$ cat config.mk
export PLATFORM = sky130hd
export DESIGN_NAME = ex_div
export DESIGN_NICKNAME = d
export VERILOG_FILES = /design/src/rtl/ex_div.sv
export SDC_FILE = /design/constraint.sdc
export NUM_CORES = 1
export LEC_CHECK = 0
export ABC_AREA = 0
export BUFFER_PORTS_ARGS = -buffer_cell sky130_fd_sc_hd__buf_2
export CAP_MARGIN = 15
export CORE_MARGIN = 5
export CORE_UTILIZATION = 45
export CTS_BUF_LIST = sky130_fd_sc_hd__clkbuf_4 sky130_fd_sc_hd__clkbuf_8
export DETAILED_ROUTE_END_ITERATION = 8
export PLACE_DENSITY = 0.62
export SYNTH_ARGS = -nofsm -noshare
export SYNTH_HDL_FRONTEND = slang
export SYNTH_SLANG_ARGS = --single-unit
$ cat constraint.sdc
create_clock -name clk -period 9.7 [get_ports clk]
set_clock_uncertainty 0.05 [all_clocks]
set_input_delay 2.425 -clock clk [delete_from_list [all_inputs] [get_ports clk]]
set_output_delay 2.425 -clock clk [all_outputs]
set_load 0.01 [all_outputs]
$ cat src/rtl/ex_div.sv
// Iterative radix-2 restoring divider for the EX stage: signed/unsigned
// quotient and remainder in DATA_WIDTH cycles, single-cycle divide-by-zero.
module ex_div #(
  parameter int DATA_WIDTH = 32
) (
  input  logic                  clk,
  input  logic                  rst,
  input  logic                  flush,
  input  logic                  start,
  input  logic                  is_signed,
  input  logic [DATA_WIDTH-1:0] dividend,
  input  logic [DATA_WIDTH-1:0] divisor,
  output logic [DATA_WIDTH-1:0] quotient,
  output logic [DATA_WIDTH-1:0] remainder,
  output logic                  done,
  output logic                  busy,
  output logic                  pause_req
);
  localparam int DW = DATA_WIDTH;
  localparam int CW = $clog2(DATA_WIDTH);

  typedef enum logic [1:0] {IDLE, CALC, DONE} state_t;

  state_t        state, state_nxt;
  logic [CW-1:0] cnt;
  logic [DW-1:0] rem_r, dvd_r, dsr_r, q_r, r_r;
  logic          neg_q, neg_r;

  logic [DW-1:0] a_abs, b_abs, rem_step, quo_step;
  logic [DW:0]   sh, diff;
  logic          qbit, last, div_zero;

  assign a_abs    = (is_signed && dividend[DW-1]) ? -dividend : dividend;
  assign b_abs    = (is_signed && divisor[DW-1])  ? -divisor  : divisor;
  assign div_zero = (divisor == '0);
  assign last     = (cnt == CW'(DW - 1));

  // Partial remainder can briefly need DW+1 bits after the shift.
  assign sh       = {rem_r, dvd_r[DW-1]};
  assign diff     = sh - {1'b0, dsr_r};
  assign qbit     = ~diff[DW];
  assign rem_step = qbit ? diff[DW-1:0] : sh[DW-1:0];
  assign quo_step = {dvd_r[DW-2:0], qbit};

  always_ff @(posedge clk or posedge rst) begin
    if (rst) state <= IDLE;
    else     state <= state_nxt;
  end

  always_comb begin
    state_nxt = state;
    case (state)
      IDLE:    if (start) state_nxt = div_zero ? DONE : CALC;
      CALC:    if (last)  state_nxt = DONE;
      DONE:    state_nxt = IDLE;
      default: state_nxt = IDLE;
    endcase
    if (flush) state_nxt = IDLE;
  end

  always_ff @(posedge clk or posedge rst) begin
    if (rst) begin
      cnt   <= '0;
      rem_r <= '0;
      dvd_r <= '0;
      dsr_r <= '0;
      neg_q <= 1'b0;
      neg_r <= 1'b0;
      q_r   <= '0;
      r_r   <= '0;
    end else if (!flush) begin
      case (state)
        IDLE: if (start) begin
          dvd_r <= a_abs;
          dsr_r <= b_abs;
          rem_r <= '0;
          cnt   <= '0;
          neg_q <= is_signed & (dividend[DW-1] ^ divisor[DW-1]);
          neg_r <= is_signed & dividend[DW-1];
          if (div_zero) begin
            q_r <= '1;
            r_r <= dividend;
          end
        end
        CALC: begin
          rem_r <= rem_step;
          dvd_r <= quo_step;
          cnt   <= cnt + CW'(1);
          // Sign fix-up lands together with the final step.
          if (last) begin
            q_r <= neg_q ? -quo_step : quo_step;
            r_r <= neg_r ? -rem_step : rem_step;
          end
        end
        default: ;
      endcase
    end
  end

  assign quotient  = q_r;
  assign remainder = r_r;
  assign done      = (state == DONE);
  assign busy      = (state != IDLE);
  assign pause_req = ((state == IDLE) && start) || (state == CALC);
endmodule
==> flow_metrics.py <==
metrics = {
    "timing": {
        "fmax_mhz": 162,
        "slew_headroom_pct": 26.9,
        "fin_tns_setup_ns": 0,
        "rsz0062_at_grt": "no",
        "slew_violations": 0,
        "period_minus_slack_ns": 6.18,
        "finalCritPeriodShare_pct": 63.7,
        "finalHoldViolations": 0,
        "fin_hold_ws_ns": 0.436,
        "setup_viol": 0,
        "worst_slew_pin_slew_ns": 1.10,
    },
    "layout": {
        "nets": 1746,
        "stdcell_count": 2029,
        "n_antenna_cell": 0,
        "drive_above_1_share_pct": 13.3,
        "syn_to_final_growth_pct": 10.0,
    },
    "global_routing": {
        "track_usage_pct": 23.0,
        "grt_pass1_vias": 10800,
        "antenna_found_initial": 0,
        "grt_pass1_wl_mm": 58.6,
        "overflow": 0,
        "grt_max_degree": 107,
    },
    "die": {
        "fp.dieW_um": 177,
        "rows": 61,
        "core_area_sq_mm": 0.0276,
        "die_h_um": 177,
        "start_util_pct": 45.4,
        "dieArea_sq_mm": 0.0313,
        "io_pins": 136,
    },
    "worst_setup_path": {
        "cp.arrival_ns": 6.55,
        "start_kind": "primary input",
        "crit_required_ns": 10.06,
        "critPathKind": "primary input to register",
        "crit_fanout": 58,
        "crit_path_end_kind": "register",
    },
    "cts": {
        "cts_hold_buf": 0,
        "cts_inserted_buffers": 17,
        "path_clk_slew_ns": 0.10,
        "tritoncts": "built",
        "post_cts_buffers": 0,
        "htree_levels": 4,
        "clock_latency_ns": 0.48,
        "cts-resized-gates": 0,
        "root_buffer": "clkbuf_8",
        "clkSinkCount": 169,
        "clk_path_buf_depth": 2,
    },
    "status": {
        "status": "finished clean",
    },
    "run": {
        "max_cap_violations": 0,
    },
    "placed_design": {
        "dp_hpwl_mm": 27.0,
        "place_inst": 1996,
        "portBuffers": 135,
        "place.gp.congestion": 0.901,
    },
    "pwr": {
        "leakagePower_nw": 5.98,
        "cellPowerDensity_mw_per_mm2": 194,
        "ir_worst_vdd_v": 0.0000956,
        "power_mw": 2.68,
    },
    "synth": {
        "yosysSeqAreaShare_pct": 33.7,
        "ys_seq_elements": 169,
        "netlist_area_sq_mm": 0.0125,
        "synthFlopType": "dfrtp_1",
        "synth.avg_cell_area_sq_um": 8.04,
        "ys_types": 89,
        "synth_nets": 1667,
        "async_flop_share_pct": 100,
        "synth.yosys.warnings": 0,
        "synth_edf_count": 0,
        "synthCells": 1559,
    },
    "route": {
        "first_pass_iters": 5,
        "via_per_inst": 5.63,
        "vias": 11400,
        "postRouteAntennaNets": 0,
        "detail_route.wirelength_mm": 35.8,
        "wl_per_cell_um": 17.6,
        "drt_iter0_markers": 922,
        "drcViolationCount": 0,
    },
    "min_path": {
        "hold_path_class": "register to register",
    },
}
## power breakdown
group          internal [mW]  switching (mW)  leakage [nW]
Combinational          0.427           0.647          3.71
Sequential             0.907           0.180          2.07
Clock                  0.197           0.318         0.198
Total                   1.53            1.14          5.98
## per-layer routing
| metal | wire, um | part of all wire [%] | global-route usage, % | vias to the layer above |
|---|---|---|---|---|
| met5 | 0 | 0 | 0 | - |
| met4 | 643 | 1.8 | 5.58 | 0 |
| met3 | 1660 | 4.6 | 2.61 | 41 |
| met2 | 16300 | 46 | 37.0 | 287 |
| met1 | 17200 | 48 | 33.2 | 5344 |
| li1 | - | - | - | 5744 |
## sequential cells by signal, indices dropped and copies added (netlist names), 2 cells and up
name / cells
state: 2
quotient: 32
cnt: 5
rem_r: 32
remainder: 32
dvd_r: 32
dsr_r: 32
## placed cells by master (no fill, tap or decap), types with 14 or more instances in the layout
cell / count
o31ai_1: 21
nor2_1: 147
mux2i_1: 43
dfrtp_1: 169
and3_1: 15
ha_1: 38
nor4_1: 18
o21ai_1: 17
nand2b_1: 14
xnor2_1: 56
inv_1: 52
xor2_1: 74
or3_1: 20
nand2_1: 207
a21o_1: 16
nor3_1: 33
nand3_1: 22
a21oi_1: 132
a31oi_1: 43
buf_2: 135
o21ai_0: 148
clkbuf_8: 17
## cells in the mapped netlist, types with 8 or more instances
master / number / area share, %
and2_1: 13 / 0.65
xor2_1: 74 / 5.2
or3_1: 21 / 1.0
xnor2_1: 56 / 3.9
clkbuf_1: 57 / 1.7
nor2_1: 147 / 4.4
o31ai_1: 21 / 1.3
o41ai_1: 11 / 0.77
buf_2: 21 / 0.84
o21ai_1: 17 / 0.68
nand2b_1: 14 / 0.70
nor2b_1: 8 / 0.40
ha_1: 38 / 3.8
nand3_1: 22 / 0.88
nand4_1: 12 / 0.60
nand2_1: 207 / 6.2
o211ai_1: 9 / 0.54
or4_1: 9 / 0.54
and3_1: 15 / 0.75
nor4_1: 18 / 0.90
a21oi_1: 132 / 5.3
a31oi_1: 43 / 2.1
o21ai_0: 148 / 5.9
nor3_1: 33 / 1.3
dfrtp_1: 169 / 34
inv_1: 54 / 1.6
a21o_1: 16 / 0.96
mux2i_1: 43 / 3.4
## layout make-up
class / instances / area (sq um)
clock inverters: 14 / 154
inverters: 55 / 211
flip-flops and latches: 169 / 4230
fillers: 2794 / 13800
clock buffers: 18 / 241
well taps: 378 / 473
repair buffers: 148 / 777
multi-input cells: 1247 / 7710
## logic make-up (layout without fill, tap and decap cells)
logic type	Yosys count	after routing	share of synthesized area (%)
and+or+nand+nor	557	557	21.1
AOI/OAI and AO/OA	471	471	23.2
DFF	169	169	33.7
buffers and inverters	143	235	4.85
xor gates and xnor gates	130	130	9.08
muxes	50	50	4.10
adders and majority gates	39	39	3.95
## metrics by stage
step	setup slack (ns)	instance area [sq um]	util (%)
after floorplan	2.65	12500	-
after global placement	3.15	13400	48.5
after detailed placement	3.04	13400	48.5
after CTS	3.55	13800	49.9
after global routing	3.19	13800	49.9
final	3.52	13800	49.9
## final timing paths
check,start,end,slack (ns),cells past startpoint
max in group asynchronous,rst,remainder[28],6.02,3
min in group asynchronous,rst,quotient[6],2.10,2
worst max register to register,dvd_r[31],remainder[26],3.78,21
worst min register to register,dsr_r[15],dsr_r[15],0.44,2
worst max-delay path,divisor[6],remainder[27],3.52,14
worst min-delay path,dsr_r[15],dsr_r[15],0.44,2
## critical path, stage by stage
cell and delay (ns):
buf_2 0.11, or4_1 0.58, nor3_1 0.29, and4_1 0.34, nand2_1 0.13, nor3_2 0.28
a31oi_1 0.24, or3_1 0.39, buf_4 0.23, inv_2 0.47, buf_4 0.59, and3_1 0.24
mux2i_1 0.06, nand3_1 0.10
No activity file was read; power rests on OpenSTA's default activity.
